<file path="src/rtl/LSU_pkg.sv">
// Shared types and helpers for the load/store unit: FSM states, funct3 size
// encodings, byte-lane and store-data formatting.
package LSU_pkg;

  typedef enum logic [1:0] {
    ST_IDLE   = 2'd0,
    ST_ACCESS = 2'd1,
    ST_DONE   = 2'd2
  } lsu_state_e;

  localparam logic [2:0] F3_B  = 3'b000;
  localparam logic [2:0] F3_H  = 3'b001;
  localparam logic [2:0] F3_W  = 3'b010;
  localparam logic [2:0] F3_BU = 3'b100;
  localparam logic [2:0] F3_HU = 3'b101;

  localparam int BE_W = 4;

  function automatic logic [BE_W-1:0] lane_be(input logic [2:0] f3, input logic [1:0] off);
    case (f3)
      F3_B, F3_BU: lane_be = 4'b0001 << off;
      F3_H, F3_HU: lane_be = 4'b0011 << off;
      default:     lane_be = 4'b1111;
    endcase
  endfunction

  // Unsigned sizes only exist for loads; stores with bu/hu are rejected.
  function automatic logic access_legal(input logic [2:0] f3, input logic [1:0] off,
                                        input logic is_store);
    case (f3)
      F3_B:    access_legal = 1'b1;
      F3_H:    access_legal = ~off[0];
      F3_W:    access_legal = (off == 2'b00);
      F3_BU:   access_legal = ~is_store;
      F3_HU:   access_legal = ~is_store & ~off[0];
      default: access_legal = 1'b0;
    endcase
  endfunction

  function automatic logic [31:0] store_lanes(input logic [2:0] f3, input logic [31:0] data);
    case (f3)
      F3_B:    store_lanes = {4{data[7:0]}};
      F3_H:    store_lanes = {2{data[15:0]}};
      default: store_lanes = data;
    endcase
  endfunction

endpackage

</file>
<file path="src/rtl/load_extend.sv">
// Combinational load alignment: picks the addressed byte/halfword out of the
// fetched word and sign- or zero-extends it according to funct3.
module load_extend
  import LSU_pkg::*;
(
  input  logic [2:0]  funct3_i,
  input  logic [1:0]  addr_i,
  input  logic [31:0] word_i,
  output logic [31:0] data_o
);

  logic [7:0]  byte_sel;
  logic [15:0] half_sel;

  always_comb begin
    byte_sel = word_i[{addr_i, 3'b000} +: 8];
    half_sel = addr_i[1] ? word_i[31:16] : word_i[15:0];
    case (funct3_i)
      F3_B:    data_o = {{24{byte_sel[7]}}, byte_sel};
      F3_BU:   data_o = {24'd0, byte_sel};
      F3_H:    data_o = {{16{half_sel[15]}}, half_sel};
      F3_HU:   data_o = {16'd0, half_sel};
      default: data_o = word_i;
    endcase
  end

endmodule

</file>
<file path="src/rtl/load_store_unit.sv">
// Load/store unit: turns one load or store per instruction into a single
// memory request, stalling the core until the response or a timeout abort.
module load_store_unit
  import LSU_pkg::*;
#(
  parameter int TIMEOUT = 16
) (
  input  logic            clk,
  input  logic            rst,
  input  logic            MemRead,
  input  logic            MemWrite,
  input  logic [2:0]      funct3,
  input  logic [31:0]     ALUResult,
  input  logic [31:0]     rd2,
  output logic [31:0]     ReadData,
  output logic            Stall,
  output logic            Fault,
  output logic            mem_req,
  output logic            mem_we,
  output logic [31:0]     mem_addr,
  output logic [31:0]     mem_wdata,
  output logic [BE_W-1:0] mem_be,
  input  logic            mem_ready,
  input  logic [31:0]     mem_rdata
);

  localparam int CNT_W = $clog2(TIMEOUT + 1);
  localparam logic [CNT_W-1:0] CNT_LAST = CNT_W'(TIMEOUT - 1);

  lsu_state_e      state_q, state_d;
  logic [CNT_W-1:0] cnt_q, cnt_d;
  logic [31:0]     read_data_q, read_data_d;
  logic            fault_q, fault_d;
  logic            req_q, req_d;
  logic            we_q, we_d;
  logic [31:0]     addr_q, addr_d;
  logic [31:0]     wdata_q, wdata_d;
  logic [BE_W-1:0] be_q, be_d;
  logic [2:0]      f3_q, f3_d;
  logic [1:0]      off_q, off_d;
  logic            stall_c;
  logic            access_c;
  logic            legal_c;
  logic [31:0]     load_word;

  load_extend u_load_extend (
    .funct3_i (f3_q),
    .addr_i   (off_q),
    .word_i   (mem_rdata),
    .data_o   (load_word)
  );

  always_comb begin
    // NOTE: every always_comb output gets a default first so no path infers a latch.
    state_d     = state_q;
    cnt_d       = cnt_q;
    read_data_d = read_data_q;
    fault_d     = 1'b0;
    req_d       = req_q;
    we_d        = we_q;
    addr_d      = addr_q;
    wdata_d     = wdata_q;
    be_d        = be_q;
    f3_d        = f3_q;
    off_d       = off_q;
    stall_c     = 1'b0;
    access_c    = MemRead | MemWrite;
    legal_c     = ~(MemRead & MemWrite) & access_legal(funct3, ALUResult[1:0], MemWrite);

    case (state_q)
      ST_IDLE: begin
        cnt_d = '0;
        if (access_c && legal_c) begin
          stall_c = 1'b1;
          state_d = ST_ACCESS;
          req_d   = 1'b1;
          we_d    = MemWrite;
          addr_d  = {ALUResult[31:2], 2'b00};
          be_d    = lane_be(funct3, ALUResult[1:0]);
          wdata_d = MemWrite ? store_lanes(funct3, rd2) : 32'd0;
          f3_d    = funct3;
          off_d   = ALUResult[1:0];
        end else if (access_c) begin
          fault_d = 1'b1;
        end
      end
      ST_ACCESS: begin
        stall_c = 1'b1;
        if (mem_ready) begin
          req_d   = 1'b0;
          state_d = ST_DONE;
          if (!we_q) read_data_d = load_word;
        end else if (cnt_q == CNT_LAST) begin
          // Abort: no response within TIMEOUT cycles, report it as a fault.
          req_d       = 1'b0;
          fault_d     = 1'b1;
          read_data_d = 32'd0;
          state_d     = ST_DONE;
        end else begin
          cnt_d = cnt_q + 1'b1;
        end
      end
      ST_DONE: begin
        cnt_d   = '0;
        state_d = ST_IDLE;
      end
      default: state_d = ST_IDLE;
    endcase
  end

  always_ff @(posedge clk) begin
    // NOTE: sequential state uses non-blocking assignments only, so every
    // register samples pre-edge values regardless of statement order.
    if (!rst) begin
      state_q     <= ST_IDLE;
      cnt_q       <= '0;
      read_data_q <= 32'd0;
      fault_q     <= 1'b0;
      req_q       <= 1'b0;
      we_q        <= 1'b0;
      addr_q      <= 32'd0;
      wdata_q     <= 32'd0;
      be_q        <= '0;
      f3_q        <= 3'd0;
      off_q       <= 2'd0;
    end else begin
      state_q     <= state_d;
      cnt_q       <= cnt_d;
      read_data_q <= read_data_d;
      fault_q     <= fault_d;
      req_q       <= req_d;
      we_q        <= we_d;
      addr_q      <= addr_d;
      wdata_q     <= wdata_d;
      be_q        <= be_d;
      f3_q        <= f3_d;
      off_q       <= off_d;
    end
  end

  assign Stall     = rst & stall_c;
  assign Fault     = fault_q;
  assign ReadData  = read_data_q;
  assign mem_req   = req_q;
  assign mem_we    = we_q;
  assign mem_addr  = addr_q;
  assign mem_wdata = wdata_q;
  assign mem_be    = be_q;

endmodule
</file>
<file path="config.mk">
export PLATFORM = sky130hd
export DESIGN_NAME = load_store_unit
export DESIGN_NICKNAME = d
export VERILOG_FILES = /design/src/rtl/LSU_pkg.sv /design/src/rtl/load_extend.sv /design/src/rtl/load_store_unit.sv
export SDC_FILE = /design/constraint.sdc
export NUM_CORES = 1
export LEC_CHECK = 0
export BUFFER_PORTS_ARGS = -buffer_cell sky130_fd_sc_hd__buf_2
export CAP_MARGIN = 10
export CORE_MARGIN = 4
export CORE_UTILIZATION = 44
export CTS_CLUSTER_SIZE = 12
export DETAILED_ROUTE_END_ITERATION = 6
export PLACE_DENSITY = 0.75
export SLEW_MARGIN = 20
export SYNTH_ARGS = -nofsm -noshare
export SYNTH_HDL_FRONTEND = slang
export SYNTH_SLANG_ARGS = --single-unit
</file>
<file path="constraint.sdc">
create_clock -name clk -period 2 [get_ports clk]
set_clock_uncertainty 0.1 [all_clocks]
set_input_delay 0.3 -clock clk [delete_from_list [all_inputs] [get_ports clk]]
set_output_delay 0.3 -clock clk [all_outputs]
set_load 0.005 [all_outputs]
</file>
==> impl_metrics.xml, run 1 <==
<?xml version="1.0" encoding="UTF-8"?>
<metrics>
  <group name="status">
    <metric name="status" unit="">finished, final reports clean</metric>
  </group>
  <group name="sta">
    <metric name="worstMarginPinSlew" unit="ns">0.798</metric>
    <metric name="setup_viol_count_final" unit="">0</metric>
    <metric name="final.period_utilization" unit="%">96.4</metric>
    <metric name="hold_slack" unit="ns">0.0319</metric>
    <metric name="hold_viol" unit="">0</metric>
    <metric name="rsz0062_at_grt" unit="">true</metric>
    <metric name="slew_headroom" unit="%">46.8</metric>
    <metric name="setup-tns-final" unit="ns">0</metric>
    <metric name="final.min_clock_period" unit="ns">1.93</metric>
    <metric name="maxSlewViolCount" unit="">0</metric>
    <metric name="max_clock_freq" unit="GHz">0.519</metric>
  </group>
  <group name="synth">
    <metric name="combinational_family_with_the_most_area_after_synthesis" unit="">compound AO/OA/AOI/OAI gates</metric>
    <metric name="async_flop_share" unit="%">0</metric>
    <metric name="synth_top_area_share" unit="%">43.6</metric>
    <metric name="synth-seq-area-share" unit="%">43.6</metric>
    <metric name="yosys-top-cells-area" unit="">sky130_fd_sc_hd__dfxtp_1 (44%), sky130_fd_sc_hd__mux2i_1 (12%), sky130_fd_sc_hd__nand2_1 (8.9%)</metric>
    <metric name="synth-seq-cells" unit="">113</metric>
    <metric name="synth_edf_count" unit="">0</metric>
    <metric name="synth_simple_gate_area_share" unit="%">17.7</metric>
    <metric name="synth_adder_area_share" unit="%">0.482</metric>
    <metric name="share_of_the_synthesized_area_in_compound_gates_ao_oa_aoi_oai" unit="%">17.7</metric>
    <metric name="syn-cell-area" unit="um^2">5190</metric>
    <metric name="postSynthCellCount" unit="">577</metric>
    <metric name="synth_top_flop_cell" unit="">sky130_fd_sc_hd__dfxtp_1</metric>
    <metric name="synth.mux.area_fraction" unit="%">15.4</metric>
    <metric name="yosys.cell_types.count" unit="">48</metric>
    <metric name="yosys_warnings" unit="">0</metric>
    <metric name="synth_xor_area_share" unit="%">0.506</metric>
    <metric name="synth_area_leader_cell" unit="">sky130_fd_sc_hd__dfxtp_1</metric>
    <metric name="syn_avg_cell_area" unit="um^2">9.00</metric>
  </group>
  <group name="flow_run">
    <metric name="max_cap_violations" unit="">0</metric>
  </group>
  <group name="worst_setup_path">
    <metric name="worst_setup_ep_type" unit="">register</metric>
    <metric name="crit_path_top_cell_by_count" unit="">sky130_fd_sc_hd__ha_2</metric>
    <metric name="arrival" unit="ns">2.12</metric>
    <metric name="critPathMaxStageDelay" unit="ns">0.33</metric>
    <metric name="crit_type" unit="">register to register</metric>
    <metric name="reg2reg_to" unit="">ReadData[22]</metric>
    <metric name="cp.required" unit="ns">2.19</metric>
    <metric name="worst_r2r_startpoint" unit="">cnt_q[0]</metric>
    <metric name="critical_path.startpoint_type" unit="">register</metric>
    <metric name="timing.reg2reg.worst_path_depth" unit="">8</metric>
    <metric name="setup.reg_to_reg.worst_slack" unit="ns">0.07</metric>
    <metric name="critPathTopFamily" unit="">simple AND/OR/NAND/NOR gates</metric>
    <metric name="sum_of_buffers_and_inverters_on_the_critical_path" unit="">1</metric>
    <metric name="worstPathCellList" unit="">ha_2 -&gt; and3_1 -&gt; ha_2 -&gt; nor2b_4 -&gt; o21ai_1 -&gt; and2_4 -&gt; clkbuf_16 -&gt; a221o_2</metric>
    <metric name="worst-path-max-fanout" unit="">14</metric>
    <metric name="critical-path-slowest-cell" unit="">sky130_fd_sc_hd__dfxtp_2</metric>
  </group>
  <group name="place">
    <metric name="detailed_place_hpwl" unit="um">11000</metric>
    <metric name="routabilityCongestion" unit="">0.880</metric>
    <metric name="placement.cell_area" unit="um^2">6400</metric>
    <metric name="dp_cells" unit="">899</metric>
    <metric name="buffer_ports.inserted" unit="">205</metric>
  </group>
  <group name="power">
    <metric name="clockPowerShare" unit="%">48.5</metric>
    <metric name="power.net_switching" unit="uW">1440</metric>
    <metric name="cell_internal_pwr" unit="uW">4710</metric>
    <metric name="leakagePower" unit="uW">0.00320</metric>
    <metric name="worst_ir_drop_vdd" unit="mV">0.585</metric>
    <metric name="cellPowerDensity" unit="nW/um^2">873</metric>
    <metric name="switching_share" unit="%">23.4</metric>
    <metric name="p_comb_share" unit="%">12.4</metric>
    <metric name="pwr-share-seq" unit="%">39.1</metric>
  </group>
  <group name="clock_tree">
    <metric name="clockRootBuffer" unit="">sky130_fd_sc_hd__clkbuf_16</metric>
    <metric name="cts-buffers-inserted" unit="">17</metric>
    <metric name="htree_levels" unit="">4</metric>
    <metric name="hold_buffers_post_cts" unit="">0</metric>
    <metric name="clock_insertion_delay_worst_skew" unit="ns">0.41</metric>
    <metric name="tritoncts_clock_tree" unit="">yes</metric>
    <metric name="clk_pin_slew_worst_paths" unit="ns">0.05</metric>
    <metric name="max-clock-path-buffers" unit="">2</metric>
    <metric name="numClockSinks" unit="">113</metric>
  </group>
  <group name="global_route">
    <metric name="grt_overflow_total" unit="">0</metric>
    <metric name="vias_in_the_first_global_route" unit="">4837</metric>
    <metric name="grt_pass1_wl" unit="um">23100</metric>
    <metric name="groute.layer.met2.usage" unit="%">35.7</metric>
    <metric name="grt-busiest-layer" unit="">met2</metric>
    <metric name="antenna_violations_before_repair" unit="">0</metric>
    <metric name="largest_net_degree_at_the_start_of_global_routing" unit="">90</metric>
    <metric name="met3_usage" unit="%">6.94</metric>
    <metric name="global_route.usage.total" unit="%">21.4</metric>
    <metric name="grtUsageMet1" unit="%">25.5</metric>
  </group>
  <group name="min_path">
    <metric name="holdCritPathClass" unit="">input port to register</metric>
    <metric name="hold-path-endpoint" unit="">mem_addr[13]</metric>
    <metric name="min_delay_path_depth" unit="">3</metric>
    <metric name="timing.hold.worst.start" unit="">ALUResult[13]</metric>
  </group>
  <group name="final_layout">
    <metric name="finalInstanceArea" unit="um^2">7050</metric>
    <metric name="post_layout_net_count" unit="">883</metric>
    <metric name="area.growth.synth_to_final" unit="%">35.7</metric>
    <metric name="layout-drive-gt1-share" unit="%">37.7</metric>
    <metric name="final_cell_count_no_fill" unit="">931</metric>
    <metric name="utilization" unit="%">61.4</metric>
    <metric name="layout.cells.most_common" unit="">sky130_fd_sc_hd__buf_2</metric>
    <metric name="n_antenna_cell" unit="">0</metric>
    <metric name="layout.cells.most_common_list" unit="">sky130_fd_sc_hd__buf_2 (204), sky130_fd_sc_hd__nand2_1 (123), sky130_fd_sc_hd__dfxtp_1 (110), sky130_fd_sc_hd__mux2i_1 (62), sky130_fd_sc_hd__o21ai_0 (36)</metric>
  </group>
  <group name="detailed_routing">
    <metric name="viasPerCell" unit="">5.48</metric>
    <metric name="vias" unit="">5099</metric>
    <metric name="first_iter_violations" unit="">377</metric>
    <metric name="final_antenna_net_count" unit="">0</metric>
    <metric name="drt_pre_antenna_iters" unit="">5</metric>
    <metric name="routedWlPerCell" unit="um">16.4</metric>
    <metric name="remaining_drc_errors" unit="">0</metric>
    <metric name="drt-total-wl" unit="um">15200</metric>
  </group>
  <group name="floorplan">
    <metric name="rows" unit="">39</metric>
    <metric name="floorplan.die_area" unit="um^2">13600</metric>
    <metric name="core_area" unit="um^2">11500</metric>
    <metric name="dieHeight" unit="um">117</metric>
    <metric name="starting_density_of_the_core" unit="%">45.3</metric>
    <metric name="die-width" unit="um">117</metric>
    <metric name="floorplan.io_pins" unit="">208</metric>
  </group>
</metrics>
[per-layer routing]
metal / up-vias / routed length [um]
li1: 2454 / -
met1: 2402 / 6160
met2: 215 / 7450
met3: 28 / 1290
met4: 0 / 323
met5: - / 0
[registers in the layout, summed over array words and instances (netlist names)]
name       count
off_q          2
mem_addr      30
mem_wdata     32
f3_q           3
Fault          1
mem_we         1
ReadData      32
cnt_q          5
state_q        2
mem_req        1
mem_be         4
[layout make-up]
| type | instances | area (um^2) |
|---|---|---|
| repair buffers | 231 | 1280 |
| well taps | 143 | 179 |
| multi-input cells | 411 | 2720 |
| clock inverters | 5 | 75.1 |
| clock buffers | 25 | 515 |
| fillers | 977 | 4420 |
| inverters | 3 | 11.3 |
| flip-flops and latches | 113 | 2270 |
[power groups by stage]
stage / Sequential, uW / Combinational [uW] / Clock (uW)
6_report: 2410 / 762 / 2980
5_1_grt: 2420 / 838 / 3130
4_1_cts: 2410 / 748 / 3030
3_5_place_dp: 2450 / 744 / 0
3_3_place_gp: 2450 / 723 / 0
2_1_floorplan: 2450 / 410 / 0
[tightest hold or removal path, cell delays in order]
cell                      delay (ns)
sky130_fd_sc_hd__buf_2          0.09
sky130_fd_sc_hd__nand2_1        0.04
sky130_fd_sc_hd__mux2i_1        0.05
[how the worst max path moves through the flow]
stage	from	end	slack [ns]	cells past startpoint
after floorplan	cnt_q[0]	ReadData[26]	-0.002	9
after global placement	cnt_q[0]	ReadData[10]	0.05	8
after detailed placement	cnt_q[0]	ReadData[10]	0.03	8
after CTS	cnt_q[0]	ReadData[10]	0.01	8
after global routing	cnt_q[1]	cnt_q[3]	-0.01	9
final	cnt_q[0]	ReadData[22]	0.07	8
[metrics by stage]
step	setup slack, ns	total power, uW
final	0.0718	6150
after global routing	-0.0126	6380
after CTS	0.0125	6180
after detailed placement	0.0294	3190
after global placement	0.0529	3170
after floorplan	-0.00166	2860
[cells by family (layout without fill, tap and decap cells)]
kind of cell	Yosys count	count (layout)
AO/OA/AOI/OAI	128	128
XOR/XNOR	3	3
adder cells (fa/ha/maj)	2	2
buffers and inverters	54	264
flip-flops	113	113
multiplexers	78	78
other	1	2
AND/OR/NAND/NOR	198	198
[Yosys cell counts, types with 3 or more instances]
cell / instances
sky130_fd_sc_hd__o22ai_1: 17
sky130_fd_sc_hd__nand3_1: 11
sky130_fd_sc_hd__a21oi_1: 21
sky130_fd_sc_hd__o21ai_0: 37
sky130_fd_sc_hd__clkbuf_1: 35
sky130_fd_sc_hd__nand2b_1: 9
sky130_fd_sc_hd__mux2i_1: 62
sky130_fd_sc_hd__and2_1: 3
sky130_fd_sc_hd__o2bb2ai_1: 8
sky130_fd_sc_hd__a221o_1: 7
sky130_fd_sc_hd__nor2b_1: 5
sky130_fd_sc_hd__dfxtp_1: 113
sky130_fd_sc_hd__buf_2: 10
sky130_fd_sc_hd__mux2_2: 16
sky130_fd_sc_hd__nor2_1: 12
sky130_fd_sc_hd__a211o_1: 8
sky130_fd_sc_hd__a32o_1: 7
sky130_fd_sc_hd__and3b_1: 7
sky130_fd_sc_hd__nand4_1: 10
sky130_fd_sc_hd__a22oi_1: 3
sky130_fd_sc_hd__nand2_1: 123
sky130_fd_sc_hd__or3_1: 8
sky130_fd_sc_hd__a221o_2: 10
[what timing repair did]
action | CTS | global route
setup endpoints to repair | 0 | 23
resized for setup | 0 | 11
buffers inserted | 0 | 1
Power figures use the tool's default switching activity.
==> run 2, diff against run 1 <==
--- a/config.mk
+++ b/config.mk
@@ -11,7 +11,7 @@
 export CORE_UTILIZATION = 44
 export CTS_CLUSTER_SIZE = 12
 export DETAILED_ROUTE_END_ITERATION = 6
-export PLACE_DENSITY = 0.75
+export PLACE_DENSITY = 0.86
 export SLEW_MARGIN = 20
 export SYNTH_ARGS = -nofsm -noshare
 export SYNTH_HDL_FRONTEND = slang
==> constraint.sdc (replaced) <==
create_clock -name clk -period 1.63 [get_ports clk]
set_clock_uncertainty 0.1 [all_clocks]
set_input_delay 0.2445 -clock clk [delete_from_list [all_inputs] [get_ports clk]]
set_output_delay 0.2445 -clock clk [all_outputs]
set_load 0.005 [all_outputs]
==> run 2 against run 1 <==
The flow now finishes with violations (negative setup slack); via count increased by 9.2%; largest cell class unchanged; highest routed layer unchanged; clock power increased by 18%; final cell count increased by 8.4%.
==> impl_metrics.xml, run 2 (synthesized netlist as in run 1, its figures left out) <==
<?xml version="1.0" encoding="UTF-8"?>
<metrics>
  <group name="floorplan">
    <metric name="rows" unit="">39</metric>
    <metric name="die-width" unit="um">117</metric>
    <metric name="floorplan.die_area" unit="um^2">13600</metric>
    <metric name="floorplan.io_pins" unit="">208</metric>
    <metric name="core_area" unit="um^2">11500</metric>
    <metric name="starting_density_of_the_core" unit="%">45.3</metric>
    <metric name="dieHeight" unit="um">117</metric>
  </group>
  <group name="sta">
    <metric name="setup-tns-final" unit="ns">-6.99</metric>
    <metric name="slew_headroom" unit="%">60.2</metric>
    <metric name="setup_viol_count_final" unit="">59</metric>
    <metric name="worstMarginPinSlew" unit="ns">0.597</metric>
    <metric name="hold_slack" unit="ns">0.0349</metric>
    <metric name="final_setup_slack_of_the_worst_path" unit="ns">-0.256</metric>
    <metric name="rsz0062_at_grt" unit="">true</metric>
    <metric name="final.period_utilization" unit="%">116</metric>
    <metric name="final.min_clock_period" unit="ns">1.89</metric>
    <metric name="maxSlewViolCount" unit="">0</metric>
    <metric name="hold_viol" unit="">0</metric>
    <metric name="max_clock_freq" unit="GHz">0.530</metric>
  </group>
  <group name="global_route">
    <metric name="antenna_violations_before_repair" unit="">1</metric>
    <metric name="grt_pass1_wl" unit="um">25600</metric>
    <metric name="global_route.usage.total" unit="%">24.0</metric>
    <metric name="vias_in_the_first_global_route" unit="">5319</metric>
    <metric name="largest_net_degree_at_the_start_of_global_routing" unit="">61</metric>
    <metric name="grt_overflow_total" unit="">0</metric>
  </group>
  <group name="clock_tree">
    <metric name="max-clock-path-buffers" unit="">2</metric>
    <metric name="clock_insertion_delay_worst_skew" unit="ns">0.41</metric>
    <metric name="clk_pin_slew_worst_paths" unit="ns">0.05</metric>
    <metric name="tritoncts_clock_tree" unit="">yes</metric>
    <metric name="numClockSinks" unit="">113</metric>
    <metric name="clockRootBuffer" unit="">sky130_fd_sc_hd__clkbuf_16</metric>
    <metric name="cts-buffers-inserted" unit="">17</metric>
    <metric name="htree_levels" unit="">4</metric>
  </group>
  <group name="worst_setup_path">
    <metric name="crit_path_top_cell_by_count" unit="">sky130_fd_sc_hd__ha_4</metric>
    <metric name="worstPathCellList" unit="">ha_4 -&gt; and3_4 -&gt; ha_4 -&gt; nor2b_4 -&gt; o21ai_2 -&gt; and2_4 -&gt; clkbuf_16 -&gt; a221o_2</metric>
    <metric name="sum_of_buffers_and_inverters_on_the_critical_path" unit="">1</metric>
    <metric name="worst_r2r_startpoint" unit="">cnt_q[1]</metric>
    <metric name="critPathMaxStageDelay" unit="ns">0.35</metric>
    <metric name="timing.reg2reg.worst_path_depth" unit="">8</metric>
    <metric name="crit_type" unit="">register to register</metric>
    <metric name="cp.required" unit="ns">1.82</metric>
    <metric name="worst_setup_ep_type" unit="">register</metric>
    <metric name="timing.critical_path.depth" unit="">8</metric>
    <metric name="reg2reg_to" unit="">ReadData[27]</metric>
    <metric name="critPathTopFamily" unit="">simple AND/OR/NAND/NOR gates</metric>
    <metric name="setup.reg_to_reg.worst_slack" unit="ns">-0.26</metric>
    <metric name="critical-path-slowest-cell" unit="">sky130_fd_sc_hd__dfxtp_2</metric>
    <metric name="worst-path-max-fanout" unit="">6</metric>
    <metric name="arrival" unit="ns">2.07</metric>
    <metric name="critical_path.startpoint_type" unit="">register</metric>
  </group>
  <group name="status">
    <metric name="violations" unit="">negative setup slack</metric>
    <metric name="status" unit="">complete, but fails checks</metric>
  </group>
  <group name="min_path">
    <metric name="min_delay_path_depth" unit="">3</metric>
    <metric name="holdCritPathClass" unit="">input port to register</metric>
    <metric name="hold-path-endpoint" unit="">ReadData[6]</metric>
    <metric name="timing.hold.worst.start" unit="">mem_rdata[6]</metric>
  </group>
  <group name="detailed_routing">
    <metric name="drt_pre_antenna_iters" unit="">5</metric>
    <metric name="remaining_drc_errors" unit="">0</metric>
    <metric name="final_antenna_net_count" unit="">0</metric>
    <metric name="drt-total-wl" unit="um">17200</metric>
    <metric name="viasPerCell" unit="">5.52</metric>
    <metric name="routedWlPerCell" unit="um">17.0</metric>
    <metric name="vias" unit="">5566</metric>
    <metric name="first_iter_violations" unit="">522</metric>
  </group>
  <group name="flow_run">
    <metric name="max_cap_violations" unit="">0</metric>
  </group>
  <group name="final_layout">
    <metric name="layout.cells.most_common" unit="">sky130_fd_sc_hd__buf_2</metric>
    <metric name="post_layout_net_count" unit="">961</metric>
    <metric name="area.growth.synth_to_final" unit="%">52.7</metric>
    <metric name="layout-drive-gt1-share" unit="%">40.3</metric>
    <metric name="layout.cells.most_common_list" unit="">sky130_fd_sc_hd__buf_2 (204), sky130_fd_sc_hd__nand2_1 (123), sky130_fd_sc_hd__dfxtp_1 (109), sky130_fd_sc_hd__mux2i_1 (62), sky130_fd_sc_hd__buf_4 (49)</metric>
  </group>
  <group name="power">
    <metric name="worst_ir_drop_vdd" unit="mV">0.840</metric>
    <metric name="cellPowerDensity" unit="nW/um^2">962</metric>
    <metric name="leakagePower" unit="uW">0.00360</metric>
  </group>
  <group name="place">
    <metric name="buffer_ports.inserted" unit="">205</metric>
    <metric name="routabilityCongestion" unit="">0.844</metric>
    <metric name="detailed_place_hpwl" unit="um">11100</metric>
  </group>
</metrics>
[run 2: cell types whose count changed in the layout (fill, tap and decap cells not counted), moves of 2 or more]
cell	before	now
sky130_fd_sc_hd__dlygate4sd3_1	0	41
sky130_fd_sc_hd__buf_4	23	49
sky130_fd_sc_hd__o2bb2ai_1	8	2
sky130_fd_sc_hd__o2bb2ai_2	0	6
sky130_fd_sc_hd__buf_12	3	8
sky130_fd_sc_hd__buf_6	0	5
sky130_fd_sc_hd__clkinv_2	3	1
sky130_fd_sc_hd__clkinvlp_4	0	2
sky130_fd_sc_hd__ha_2	2	0
sky130_fd_sc_hd__ha_4	0	2
[run 2: repair_timing]
action / 4_1_cts / 5_1_grt
hold buffers: 41 / 0
endpoints found under the hold margin: 41 / 0
gates resized for setup: 13 / 17
setup endpoints to repair: 42 / 103
pin swaps: 10 / 11
setup buffers: 4 / 6
gates cloned: 1 / 1
[run 2: worst max path at each step]
| stage | startpoint | end | slack, ns |
|---|---|---|---|
| after floorplan | cnt_q[1] | ReadData[22] | -0.27 |
| after global placement | cnt_q[1] | ReadData[10] | -0.21 |
| after detailed placement | cnt_q[1] | ReadData[30] | -0.25 |
| after CTS | cnt_q[0] | ReadData[30] | -0.25 |
| after global routing | state_q[1] | Stall | -0.31 |
| final | cnt_q[1] | ReadData[27] | -0.26 |
[run 2: worst min-delay path, cell delays in order]
cell and delay [ns]:
sky130_fd_sc_hd__buf_2 0.07, sky130_fd_sc_hd__o21ai_0 0.07, sky130_fd_sc_hd__o2bb2ai_1 0.11
[run 2: power breakdown]
group / total, uW / internal, uW / switching, uW / leakage [uW]
clock network: 3520 / 2310 / 1210 / 0.000273
logic: 1160 / 591 / 573 / 0.00241
registers: 2950 / 2880 / 67.5 / 0.000919
total: 7630 / 5780 / 1850 / 0.00360
[run 2: stage by stage]
| step | utilization, % | worst slack (ns) | cells | cell area, um^2 | power [uW] |
|---|---|---|---|---|---|
| 5_1_grt | 69.1 | -0.307 | 1009 | 7930 | 7900 |
| 2_1_floorplan | - | -0.270 | 578 | 5270 | 3520 |
| 4_1_cts | 68.0 | -0.248 | 1002 | 7790 | 7600 |
| 6_report | 69.1 | -0.256 | 1009 | 7930 | 7630 |
| 3_3_place_gp | 58.6 | -0.210 | 927 | 6720 | 3960 |
| 3_5_place_dp | 58.6 | -0.254 | 927 | 6720 | 3980 |
[run 2: per-layer routing]
metal  share of wire, %  GRT usage, %  wire length [um]  vias to the layer above
met5                  0             0                 0                        -
met4                3.2          11.0               543                        0
met3                7.7          6.79              1320                       53
met2                 50          41.9              8600                      271
met1                 39          27.1              6700                     2613
li1                   -             -                 -                     2629
[run 2: final cells by class]
cell class              count  area [um^2]
clock buffers              25          515
fillers                   838         3540
clock inverters             4         50.0
multi-input cells         411         2830
well taps                 143          179
diodes                      1         2.50
flip-flops and latches    113         2270
repair buffers            309         2070
inverters                   3         11.3
==> run 3, diff against run 2 <==
--- a/config.mk
+++ b/config.mk
@@ -11,7 +11,7 @@
 export CORE_UTILIZATION = 44
 export CTS_CLUSTER_SIZE = 12
 export DETAILED_ROUTE_END_ITERATION = 6
-export PLACE_DENSITY = 0.86
+export PLACE_DENSITY = 0.8
 export SLEW_MARGIN = 20
 export SYNTH_ARGS = -nofsm -noshare
 export SYNTH_HDL_FRONTEND = slang
==> run 3 against run 2 <==
The run still ends with negative setup slack left; non-clock buffer count is 10 lower; via count down 3.2%; total power rose by 3.8%; design area shrank 1.2%; fmax increased by 0.97%; global-route usage fell by 0.76 points; critical path type unchanged; largest cell class unchanged.
==> impl_metrics.xml, run 3 (synthesized netlist as in run 1, its figures left out) <==
<?xml version="1.0" encoding="UTF-8"?>
<metrics>
  <group name="sta">
    <metric name="hold_viol" unit="">0</metric>
    <metric name="final.period_utilization" unit="%">115</metric>
    <metric name="final_setup_slack_of_the_worst_path" unit="ns">-0.238</metric>
    <metric name="max_clock_freq" unit="GHz">0.535</metric>
    <metric name="final.min_clock_period" unit="ns">1.87</metric>
    <metric name="setup_viol_count_final" unit="">38</metric>
    <metric name="rsz0062_at_grt" unit="">true</metric>
    <metric name="maxSlewViolCount" unit="">0</metric>
    <metric name="worstMarginPinSlew" unit="ns">0.657</metric>
    <metric name="slew_headroom" unit="%">56.2</metric>
  </group>
  <group name="global_route">
    <metric name="grt_overflow_total" unit="">0</metric>
    <metric name="largest_net_degree_at_the_start_of_global_routing" unit="">85</metric>
    <metric name="global_route.usage.total" unit="%">23.2</metric>
    <metric name="grt_pass1_wl" unit="um">25000</metric>
    <metric name="antenna_violations_before_repair" unit="">0</metric>
    <metric name="vias_in_the_first_global_route" unit="">5158</metric>
  </group>
  <group name="floorplan">
    <metric name="core_area" unit="um^2">11500</metric>
    <metric name="floorplan.io_pins" unit="">208</metric>
    <metric name="rows" unit="">39</metric>
    <metric name="floorplan.die_area" unit="um^2">13600</metric>
    <metric name="dieHeight" unit="um">117</metric>
    <metric name="starting_density_of_the_core" unit="%">45.3</metric>
    <metric name="die-width" unit="um">117</metric>
  </group>
  <group name="detailed_routing">
    <metric name="viasPerCell" unit="">5.38</metric>
    <metric name="remaining_drc_errors" unit="">0</metric>
    <metric name="routedWlPerCell" unit="um">16.4</metric>
    <metric name="vias" unit="">5390</metric>
    <metric name="final_antenna_net_count" unit="">0</metric>
    <metric name="first_iter_violations" unit="">386</metric>
    <metric name="drt_pre_antenna_iters" unit="">5</metric>
    <metric name="drt-total-wl" unit="um">16500</metric>
  </group>
  <group name="power">
    <metric name="power.net_switching" unit="uW">1880</metric>
    <metric name="clockPowerShare" unit="%">48.6</metric>
    <metric name="p_comb_share" unit="%">14.2</metric>
    <metric name="cell_internal_pwr" unit="uW">6030</metric>
    <metric name="switching_share" unit="%">23.8</metric>
    <metric name="cellPowerDensity" unit="nW/um^2">1010</metric>
    <metric name="pwr-share-seq" unit="%">37.2</metric>
    <metric name="leakagePower" unit="uW">0.00354</metric>
    <metric name="worst_ir_drop_vdd" unit="mV">0.679</metric>
  </group>
  <group name="worst_setup_path">
    <metric name="crit_path_top_cell_by_count" unit="">sky130_fd_sc_hd__ha_4</metric>
    <metric name="worstPathCellList" unit="">ha_4 -&gt; and3_4 -&gt; ha_4 -&gt; nor2b_4 -&gt; o21ai_2 -&gt; and2_4 -&gt; buf_12 -&gt; a221o_2</metric>
    <metric name="setup.reg_to_reg.worst_slack" unit="ns">-0.24</metric>
    <metric name="crit_type" unit="">register to register</metric>
    <metric name="worst-path-max-fanout" unit="">7</metric>
    <metric name="critical-path-slowest-cell" unit="">sky130_fd_sc_hd__dfxtp_2</metric>
    <metric name="cp.required" unit="ns">1.81</metric>
    <metric name="reg2reg_to" unit="">ReadData[29]</metric>
    <metric name="worst_r2r_startpoint" unit="">cnt_q[1]</metric>
    <metric name="timing.reg2reg.worst_path_depth" unit="">8</metric>
    <metric name="critical_path.startpoint_type" unit="">register</metric>
    <metric name="arrival" unit="ns">2.05</metric>
    <metric name="worst_setup_ep_type" unit="">register</metric>
    <metric name="critPathMaxStageDelay" unit="ns">0.34</metric>
  </group>
  <group name="final_layout">
    <metric name="utilization" unit="%">68.3</metric>
    <metric name="layout.cells.most_common" unit="">sky130_fd_sc_hd__buf_2</metric>
    <metric name="multi_input_comb_area" unit="um^2">2770</metric>
    <metric name="layout.cells.most_common_list" unit="">sky130_fd_sc_hd__buf_2 (204), sky130_fd_sc_hd__nand2_1 (123), sky130_fd_sc_hd__dfxtp_1 (109), sky130_fd_sc_hd__mux2i_1 (62), sky130_fd_sc_hd__buf_4 (43)</metric>
    <metric name="final_cell_count_no_fill" unit="">1001</metric>
    <metric name="post_layout_net_count" unit="">951</metric>
    <metric name="final.fill_count" unit="">857</metric>
    <metric name="area.growth.synth_to_final" unit="%">50.9</metric>
    <metric name="ff_latch_area" unit="um^2">2270</metric>
    <metric name="layout-drive-gt1-share" unit="%">38.9</metric>
  </group>
  <group name="clock_tree">
    <metric name="htree_levels" unit="">4</metric>
    <metric name="numClockSinks" unit="">113</metric>
    <metric name="clockRootBuffer" unit="">sky130_fd_sc_hd__clkbuf_16</metric>
    <metric name="clock_insertion_delay_worst_skew" unit="ns">0.41</metric>
    <metric name="cts-buffers-inserted" unit="">17</metric>
    <metric name="clk_pin_slew_worst_paths" unit="ns">0.05</metric>
    <metric name="max-clock-path-buffers" unit="">2</metric>
    <metric name="tritoncts_clock_tree" unit="">yes</metric>
  </group>
  <group name="place">
    <metric name="routabilityCongestion" unit="">0.889</metric>
    <metric name="pre_cts_ws" unit="ns">-0.233</metric>
    <metric name="detailed_place_hpwl" unit="um">10600</metric>
    <metric name="dp_cells" unit="">922</metric>
    <metric name="buffer_ports.inserted" unit="">205</metric>
  </group>
  <group name="status">
    <metric name="violations" unit="">negative setup slack</metric>
    <metric name="status" unit="">complete, but fails checks</metric>
  </group>
  <group name="min_path">
    <metric name="min_delay_path_depth" unit="">2</metric>
    <metric name="holdCritPathClass" unit="">input port to register</metric>
    <metric name="timing.hold.worst.start" unit="">mem_rdata[26]</metric>
    <metric name="hold-path-endpoint" unit="">ReadData[26]</metric>
  </group>
  <group name="flow_run">
    <metric name="max_cap_violations" unit="">0</metric>
  </group>
</metrics>
==> run 3: repair_timing <==
item,CTS,global route
cloned,2,1
gates resized for setup,8,8
buffers inserted,1,4
pin swaps,6,3
hold buffers,39,0
endpoints found under the hold margin,39,0
setup endpoints to repair,38,95
==> run 3: area by class of cell <==
cell class	count	share of cell area, %
Inverter	3	0.144
Multi-Input combinational cell	411	35.3
Tap cell	143	2.28
Timing Repair Buffer	299	25.4
Antenna cell	1	0.0319
Sequential cell	113	29.0
Clock inverter	10	2.04
Clock buffer	21	5.75
==> run 3: layer usage <==
| metal | track usage (%) | wire length (um) | vias up |
|---|---|---|---|
| met4 | 11.6 | 616 | 0 |
| met1 | 28.2 | 6540 | 2495 |
| met3 | 6.79 | 1250 | 57 |
| met5 | 0 | 0 | - |
| li1 | - | - | 2601 |
| met2 | 37.6 | 8060 | 237 |
==> run 3: power groups by stage <==
stage                     Combinational (uW)  Clock [uW]  Sequential (uW)
after CTS                               1080        3890             2940
after global placement                   958           0             3000
final                                   1120        3850             2940
after global routing                    1220        4020             2960
after detailed placement                 969           0             3000
after floorplan                          514           0             3000
==> run 3: through the flow <==
stage               area, um^2  hold WS, ns  power, uW  setup TNS [ns]
floorplan                 5270        0.284       3520           -6.94
global placement          6670        0.339       3950           -5.17
detailed placement        6670        0.345       3970           -6.93
CTS                       7750      0.00101       7920           -5.61
global route              7830      0.00509       8210           -9.85
finish                    7830       0.0153       7920           -6.30
==> run 3: how the worst max path moves through the flow <==
stage	startpoint	end	slack [ns]	cells past startpoint
2_1_floorplan	cnt_q[1]	ReadData[22]	-0.27	9
3_3_place_gp	cnt_q[1]	ReadData[10]	-0.21	8
3_5_place_dp	cnt_q[1]	ReadData[10]	-0.23	8
4_1_cts	cnt_q[0]	ReadData[31]	-0.21	8
5_1_grt	cnt_q[1]	ReadData[27]	-0.32	8
6_report	cnt_q[1]	ReadData[29]	-0.24	8
==> run 3: critical path: cells and delay by family, from the launching register on <==
kind	cells	cell delay [ns]
adder cells (fa/ha/maj)	2	0.26
flip-flops	1	0.34
buffers and inverters	1	0.14
AO/OA/AOI/OAI	2	0.38
AND/OR/NAND/NOR	3	0.51
